[config.mk]
export PLATFORM = sky130hd
export DESIGN_NAME = fp_align_pipe_flat
export DESIGN_NICKNAME = d
export VERILOG_FILES = /design/src/rtl/fp_align_if.sv /design/src/rtl/fp_align_pipe.sv /design/src/flat_wrapper.sv
export SDC_FILE = /design/constraint.sdc
export NUM_CORES = 1
export LEC_CHECK = 0
export BUFFER_PORTS_ARGS = -buffer_cell sky130_fd_sc_hd__buf_2
export CAP_MARGIN = 20
export CORE_MARGIN = 1.5
export CORE_UTILIZATION = 47
export DETAILED_ROUTE_END_ITERATION = 10
export PLACE_DENSITY = 0.67
export SLEW_MARGIN = 20
export SYNTH_ARGS = -nofsm -noshare
export SYNTH_HDL_FRONTEND = slang
export SYNTH_SLANG_ARGS = --single-unit
export TNS_END_PERCENT = 30
[constraint.sdc]
create_clock -name clk -period 4.47 [get_ports clk]
set_clock_uncertainty 0.15 [all_clocks]
set_input_delay 0.447 -clock clk [delete_from_list [all_inputs] [get_ports clk]]
set_output_delay 0.447 -clock clk [all_outputs]
set_load 0.005 [all_outputs]
[src/rtl/fp_align_if.sv]
// Operand/result bundle for the floating-point mantissa aligner.
// The master side supplies operand sets and takes aligned results; the slave side is the aligner.
interface fp_align_if #(
  parameter int EXPONENT = 8,
  parameter int MANTISSA = 23,
  parameter int NUM_IN   = 4,
  parameter int GUARD    = 2
);
  logic                                      in_valid;
  logic                                      in_ready;
  logic [NUM_IN*(EXPONENT+MANTISSA+1)-1:0]   in_data;
  logic                                      out_valid;
  logic                                      out_ready;
  logic [NUM_IN*(MANTISSA+GUARD+2)-1:0]      out_mant;
  logic [NUM_IN-1:0]                         out_sign;
  logic [EXPONENT-1:0]                       out_max_exp;
  logic                                      out_all_zero;

  modport master (
    output in_valid, in_data, out_ready,
    input  in_ready, out_valid, out_mant, out_sign, out_max_exp, out_all_zero
  );

  modport slave (
    input  in_valid, in_data, out_ready,
    output in_ready, out_valid, out_mant, out_sign, out_max_exp, out_all_zero
  );
endinterface

[src/rtl/fp_align_pipe.sv]
// Two-stage pipelined N-input mantissa aligner.
// Stage 1 registers the unpacked operands and their maximum exponent (balanced compare tree);
// stage 2 right-shifts every restored mantissa to that exponent, keeping guard bits and a sticky bit.
module fp_align_pipe #(
  parameter int EXPONENT = 8,
  parameter int MANTISSA = 23,
  parameter int NUM_IN   = 4,
  parameter int GUARD    = 2
) (
  input logic       clk,
  input logic       rst_n,
  fp_align_if.slave bus
);
  localparam int DW     = EXPONENT + MANTISSA + 1;
  localparam int MW     = MANTISSA + GUARD + 2;
  localparam int PW     = MW - 1;
  localparam int LEVELS = $clog2(NUM_IN);
  localparam int P      = 1 << LEVELS;

  logic                     s1_valid;
  logic                     s2_valid;
  logic                     s1_adv;
  logic                     s2_adv;

  logic [EXPONENT-1:0]      in_exp   [NUM_IN];
  logic [MANTISSA-1:0]      in_mant  [NUM_IN];
  logic [NUM_IN-1:0]        in_sign;
  logic [EXPONENT-1:0]      in_max_exp;

  logic [EXPONENT-1:0]      s1_exp   [NUM_IN];
  logic [MANTISSA-1:0]      s1_mant  [NUM_IN];
  logic [NUM_IN-1:0]        s1_hid;
  logic [NUM_IN-1:0]        s1_sign;
  logic [EXPONENT-1:0]      s1_max_exp;

  logic [NUM_IN*MW-1:0]     mant_nxt;
  logic [NUM_IN*MW-1:0]     out_mant_q;
  logic [NUM_IN-1:0]        out_sign_q;
  logic [EXPONENT-1:0]      out_max_q;
  logic                     out_zero_q;

  // Flow control: a stage may advance when it is empty or the stage after it advances.
  assign s2_adv       = !s2_valid || bus.out_ready;
  assign s1_adv       = !s1_valid || s2_adv;
  assign bus.in_ready = s1_adv;

  assign bus.out_valid    = s2_valid;
  assign bus.out_mant     = out_mant_q;
  assign bus.out_sign     = out_sign_q;
  assign bus.out_max_exp  = out_max_q;
  assign bus.out_all_zero = out_zero_q;

  // Unpack every operand into sign, exponent and stored mantissa.
  for (genvar i = 0; i < NUM_IN; i++) begin : g_unpack
    assign in_exp[i]  = bus.in_data[i*DW+MANTISSA +: EXPONENT];
    assign in_mant[i] = bus.in_data[i*DW +: MANTISSA];
    assign in_sign[i] = bus.in_data[i*DW+DW-1];
  end

  // Balanced max tree; unused leaves are padded with exponent 0, which never wins.
  for (genvar l = 0; l <= LEVELS; l++) begin : g_lvl
    logic [EXPONENT-1:0] v [P>>l];
    for (genvar k = 0; k < (P >> l); k++) begin : g_node
      if (l == 0) begin : g_leaf
        if (k < NUM_IN) begin : g_op
          assign v[k] = in_exp[k];
        end else begin : g_pad
          assign v[k] = '0;
        end
      end else begin : g_cmp
        assign v[k] = (g_lvl[l-1].v[2*k] >= g_lvl[l-1].v[2*k+1]) ?
                      g_lvl[l-1].v[2*k] : g_lvl[l-1].v[2*k+1];
      end
    end
  end

  assign in_max_exp = g_lvl[LEVELS].v[0];

  // Stage 1 register: operands with zero exponent are flushed (hidden bit and mantissa cleared).
  always_ff @(posedge clk or negedge rst_n) begin
    if (!rst_n) begin
      s1_valid   <= 1'b0;
      s1_max_exp <= '0;
      s1_hid     <= '0;
      s1_sign    <= '0;
      for (int i = 0; i < NUM_IN; i++) begin
        s1_exp[i]  <= '0;
        s1_mant[i] <= '0;
      end
    end else if (s1_adv) begin
      s1_valid <= bus.in_valid;
      if (bus.in_valid) begin
        s1_max_exp <= in_max_exp;
        s1_sign    <= in_sign;
        for (int i = 0; i < NUM_IN; i++) begin
          s1_exp[i]  <= in_exp[i];
          s1_hid[i]  <= |in_exp[i];
          s1_mant[i] <= (|in_exp[i]) ? in_mant[i] : '0;
        end
      end
    end
  end

  // Per-operand alignment shift; shifts past the pre-shift width collapse into the sticky bit.
  for (genvar i = 0; i < NUM_IN; i++) begin : g_shift
    logic [EXPONENT-1:0] shift;
    logic [PW-1:0]       pre;
    logic [PW-1:0]       mask;
    logic                sat;

    assign shift = s1_max_exp - s1_exp[i];
    assign pre   = {s1_hid[i], s1_mant[i], {GUARD{1'b0}}};
    assign sat   = 32'(shift) >= 32'(PW);
    assign mask  = ~({PW{1'b1}} << shift);
    assign mant_nxt[i*MW +: MW] = sat ? {{PW{1'b0}}, |pre}
                                      : {pre >> shift, |(pre & mask)};
  end

  // Stage 2 / output register: holds steady while the consumer stalls.
  always_ff @(posedge clk or negedge rst_n) begin
    if (!rst_n) begin
      s2_valid   <= 1'b0;
      out_mant_q <= '0;
      out_sign_q <= '0;
      out_max_q  <= '0;
      out_zero_q <= 1'b1;
    end else if (s2_adv) begin
      s2_valid <= s1_valid;
      if (s1_valid) begin
        out_mant_q <= mant_nxt;
        out_sign_q <= s1_sign;
        out_max_q  <= s1_max_exp;
        out_zero_q <= (s1_max_exp == '0);
      end
    end
  end
endmodule

[src/flat_wrapper.sv]
// flat-port wrapper written by rule: the top's interface ports become plain ports
module fp_align_pipe_flat 
#(
  parameter int EXPONENT = 8,
  parameter int MANTISSA = 23,
  parameter int NUM_IN   = 4,
  parameter int GUARD    = 2
)
  (clk, rst_n, bus_in_valid, bus_in_data, bus_out_ready, bus_in_ready, bus_out_valid, bus_out_mant, bus_out_sign, bus_out_max_exp, bus_out_all_zero);
  fp_align_if #(.EXPONENT(EXPONENT), .MANTISSA(MANTISSA), .NUM_IN(NUM_IN), .GUARD(GUARD)) bus_i ();
  input logic clk;
  input logic rst_n;
  input wire logic [$bits(bus_i.in_valid)-1:0] bus_in_valid;
  input wire logic [$bits(bus_i.in_data)-1:0] bus_in_data;
  input wire logic [$bits(bus_i.out_ready)-1:0] bus_out_ready;
  output wire logic [$bits(bus_i.in_ready)-1:0] bus_in_ready;
  output wire logic [$bits(bus_i.out_valid)-1:0] bus_out_valid;
  output wire logic [$bits(bus_i.out_mant)-1:0] bus_out_mant;
  output wire logic [$bits(bus_i.out_sign)-1:0] bus_out_sign;
  output wire logic [$bits(bus_i.out_max_exp)-1:0] bus_out_max_exp;
  output wire logic [$bits(bus_i.out_all_zero)-1:0] bus_out_all_zero;
  assign bus_i.in_valid = bus_in_valid;
  assign bus_i.in_data = bus_in_data;
  assign bus_i.out_ready = bus_out_ready;
  assign bus_in_ready = bus_i.in_ready;
  assign bus_out_valid = bus_i.out_valid;
  assign bus_out_mant = bus_i.out_mant;
  assign bus_out_sign = bus_i.out_sign;
  assign bus_out_max_exp = bus_i.out_max_exp;
  assign bus_out_all_zero = bus_i.out_all_zero;
  fp_align_pipe #(.EXPONENT(EXPONENT), .MANTISSA(MANTISSA), .NUM_IN(NUM_IN), .GUARD(GUARD)) u_core (.clk(clk), .rst_n(rst_n), .bus(bus_i));
endmodule
==> results.py <==
metrics = {
    "final_layout": {
        "synthToLayoutAreaGrowth_pct": 21.67,
        "nNetsFinal": 2524,
        "fillCellCount": 3409,
        "multi_input_area_um2": 10720,
        "drive_gt1_share_pct": 20.64,
        "area.sequential_um2": 6583,
        "final_core_util_pct": 58.17,
    },
    "worst_setup_path": {
        "critPathMaxFanout": 6,
        "startpoint_type": "flop",
        "worstSetupPathType": "flop to flop",
        "crit_chain": "inv_1 > ha_1 > inv_1 > fa_1 > and2_1 > o21ai_0 > a31o_2 > a31oi_1 > a211oi_1 > nor2_1 > a2111oi_0 > o2111a_1 > a21oi_1",
        "end_kind": "flop",
        "slowest_stage": "a211oi_1",
        "slowest_delay_ns": 0.62,
        "cp_data_required_time_ns": 4.77,
        "cp_common_cell": "inv_1",
        "worst_ep_arrival_time_ns": 4.39,
    },
    "global_route": {
        "grt_usage_pct": 28.23,
        "overflow": 0,
        "grt_pass1_wl_mm": 89.78,
        "antenna_found_initial": 1,
        "grt_max_degree": 114,
        "grt_pass1_vias": 16173,
    },
    "sta": {
        "finalSetupTns_ns": 0,
        "finalMaxSlewViolations": 0,
        "hold_violations": 0,
        "final.min_clock_period_ns": 4.084,
        "worst_pin_slew_ns": 1.049,
        "fmax_mhz": 244.8,
        "layout_setup_ws_ns": 0.3855,
        "grt_setup_unrepaired": "no",
        "setup_viol": 0,
        "slew-limit-headroom_pct": 30.06,
        "whs_ns": 0.03038,
        "fin_crit_sh_pct": 91.38,
    },
    "clock_tree": {
        "clockBufferDepth": 3,
        "cts_root_buf": "clkbuf_16",
        "cts_made_buffers": 29,
        "cts_max_level": 1,
        "clock_sinks": 263,
        "cts_tree": "yes",
        "cts_post_setup_buffers_inserted": 0,
        "clkLatencyLatePin_ns": 0.58,
        "clk_pin_slew_worst_paths_ns": 0.06,
    },
    "power": {
        "p_leak_uw": 0.01007,
        "power_uw": 13510,
        "powerDensity_nw_per_um2": 615.2,
        "peakVddDrop_uv": 383.6,
    },
    "placement": {
        "port_buffers": 254,
        "place_ws_ns": 0.07305,
        "place_congestion": 0.9550,
        "dp_hpwl_mm": 40.98,
    },
    "routing": {
        "ant_nets": 0,
        "wl_per_cell_um": 19.64,
        "via_per_inst": 6.028,
        "drc_errors": 0,
        "drt_first_iter_violations": 1463,
        "vias": 17281,
        "dr.pass1.iters": 6,
        "drt-total-wl_mm": 56.30,
    },
    "yosys": {
        "syn_nets": 2228,
        "synth-seq-cells": 263,
        "yosysWarningCount": 0,
        "synth_edf_count": 0,
        "syn_avg_cell_area_um2": 8.867,
        "seq_area_frac_synth_pct": 36.46,
        "ys.flop_type": "dfrtp_1",
        "async_reset_ff_share_pct": 100.0,
        "netlist_area_um2": 18050,
        "syn_inst": 2036,
        "post_synth_num_cell_types": 90,
    },
    "floorplan": {
        "rows": 71,
        "die_y_um": 199.0,
        "die_w_um": 199.0,
        "fp.coreArea_um2": 37760,
        "initial_core_util_pct": 47.81,
        "dieArea_um2": 39590,
        "ioPinCount": 255,
    },
    "outcome": {
        "status": "finished clean",
    },
    "worst_hold_path": {
        "hold_class": "primary input to flop",
    },
    "flow_run": {
        "drv_cap": 0,
    },
}
[flip-flops by register name (all words and copies together), names as in the netlist]
signal	cells
u_core.s1_exp	32
u_core.bus.out_valid	1
u_core.s1_hid	4
u_core.s1_valid	1
u_core.bus.out_max_exp	8
u_core.g_shift.pre	92
u_core.bus.out_mant	108
u_core.bus.out_sign	4
u_core.s1_max_exp	8
u_core.s1_sign	4
u_core.bus.out_all_zero	1
[per-stage QoR]
step	area [µm²]	cells
final	21960	2867
after global routing	21960	2867
after CTS	21960	2866
after detailed placement	19980	2711
after global placement	19980	2711
after floorplan	18050	2036
[cells in the mapped netlist, types with 37 or more instances]
| master | instances | share of area (%) |
|---|---|---|
| dfrtp_1 | 262 | 36 |
| nand2_1 | 241 | 5.0 |
| o21ai_0 | 152 | 4.2 |
| nor2_1 | 134 | 2.8 |
| a22o_1 | 128 | 6.2 |
| a21oi_1 | 127 | 3.5 |
| clkbuf_1 | 124 | 2.6 |
| mux2i_1 | 94 | 5.2 |
| inv_1 | 67 | 1.4 |
| mux2_2 | 58 | 3.6 |
| ha_1 | 56 | 3.9 |
| nor3_1 | 54 | 1.5 |
| a211oi_1 | 53 | 2.2 |
| nor4_1 | 37 | 1.3 |
[cells by family after synthesis]
kind of cell	Yosys count	synth area share [%]
compound gates	662	25.29
fa+ha+maj	62	4.436
simple gates	630	16.52
xor+xnor	26	1.261
mux	172	11.33
buf+inv	221	4.706
flops	263	36.46
[per-layer routing]
metal	routed length, µm	global-route usage (%)	vias up	part of all wire, %
met5	0	0	-	0
met4	1268	8.361	0	2.3
met3	3302	3.018	102	5.9
met2	25270	43.12	651	45
met1	26460	41.98	8321	47
li1	-	-	8207	-
[layout by cell type, fill, tap and decap left out, types with 15 or more instances in the layout]
master / Yosys / final
o211ai_1: 18 / 18
a22o_1: 128 / 128
dlygate4sd3_1: 0 / 101
mux2_2: 58 / 58
inv_1: 67 / 67
a221o_1: 15 / 15
mux4_2: 20 / 20
nor3_1: 54 / 54
o31ai_1: 17 / 17
clkbuf_16: 0 / 29
nand2_1: 241 / 239
a21oi_1: 127 / 122
dfrtp_1: 262 / 262
mux2i_1: 94 / 94
and3_1: 15 / 15
buf_2: 13 / 253
nor4_1: 37 / 37
nor2b_1: 26 / 26
a211oi_1: 53 / 53
buf_4: 1 / 62
o21ai_0: 152 / 152
ha_1: 56 / 56
a31oi_1: 16 / 16
nand3_1: 36 / 36
nor2_1: 134 / 134
[worst paths after layout]
check / cells after the start / slack, ns / from / endpoint
setup / recovery: 13 / 0.39 / u_core.s1_max_exp[0]$_DFFE_PN0P_ / u_core.bus.out_mant[0]$_DFFE_PN0P_
hold reg to reg: 2 / 0.32 / u_core.bus.out_max_exp[2]$_DFFE_PN0P_ / u_core.bus.out_max_exp[2]$_DFFE_PN0P_
max in group asynchronous: 3 / 2.85 / rst_n / u_core.g_shift[2].pre[7]$_DFFE_PN0P_
min in group asynchronous: 2 / 0.40 / rst_n / u_core.g_shift[3].pre[6]$_DFFE_PN0P_
setup reg to reg: 13 / 0.39 / u_core.s1_max_exp[0]$_DFFE_PN0P_ / u_core.bus.out_mant[0]$_DFFE_PN0P_
hold / removal: 2 / 0.03 / bus_in_data[92] / u_core.s1_exp[13]$_DFFE_PN0P_
[worst max-delay path: cells and delay by family (launching register included)]
kind / cells / cell delay, ns
flip-flops: 1 / 0.39
adder cells (fa/ha/maj): 2 / 0.73
AND/OR/NAND/NOR: 2 / 0.32
AO/OA/AOI/OAI: 7 / 2.03
buffers and inverters: 2 / 0.34
[cell type report]
cell class	instances	share of cell area (%)
clock inverters	15	0.6608
multi-input cells	1552	48.81
clock buffers	39	3.748
well taps	511	2.911
repair buffers	419	12.74
diodes	1	0.01139
inverters	67	1.145
flip-flops and latches	263	29.97
[timing repair]
item / CTS / global route
gates resized for setup: 0 / 1
endpoints found under the hold margin: 209 / 0
hold buffers: 101 / 0
setup endpoints to repair: 0 / 8
[power breakdown]
| group | switching [µW] | total, µW | internal [µW] |
|---|---|---|---|
| Clock | 1000 | 2410 | 1410 |
| Sequential | 429 | 3110 | 2690 |
| Combinational | 4960 | 7980 | 3020 |
| Total | 6400 | 13500 | 7120 |
Power figures use the tool's default switching activity.
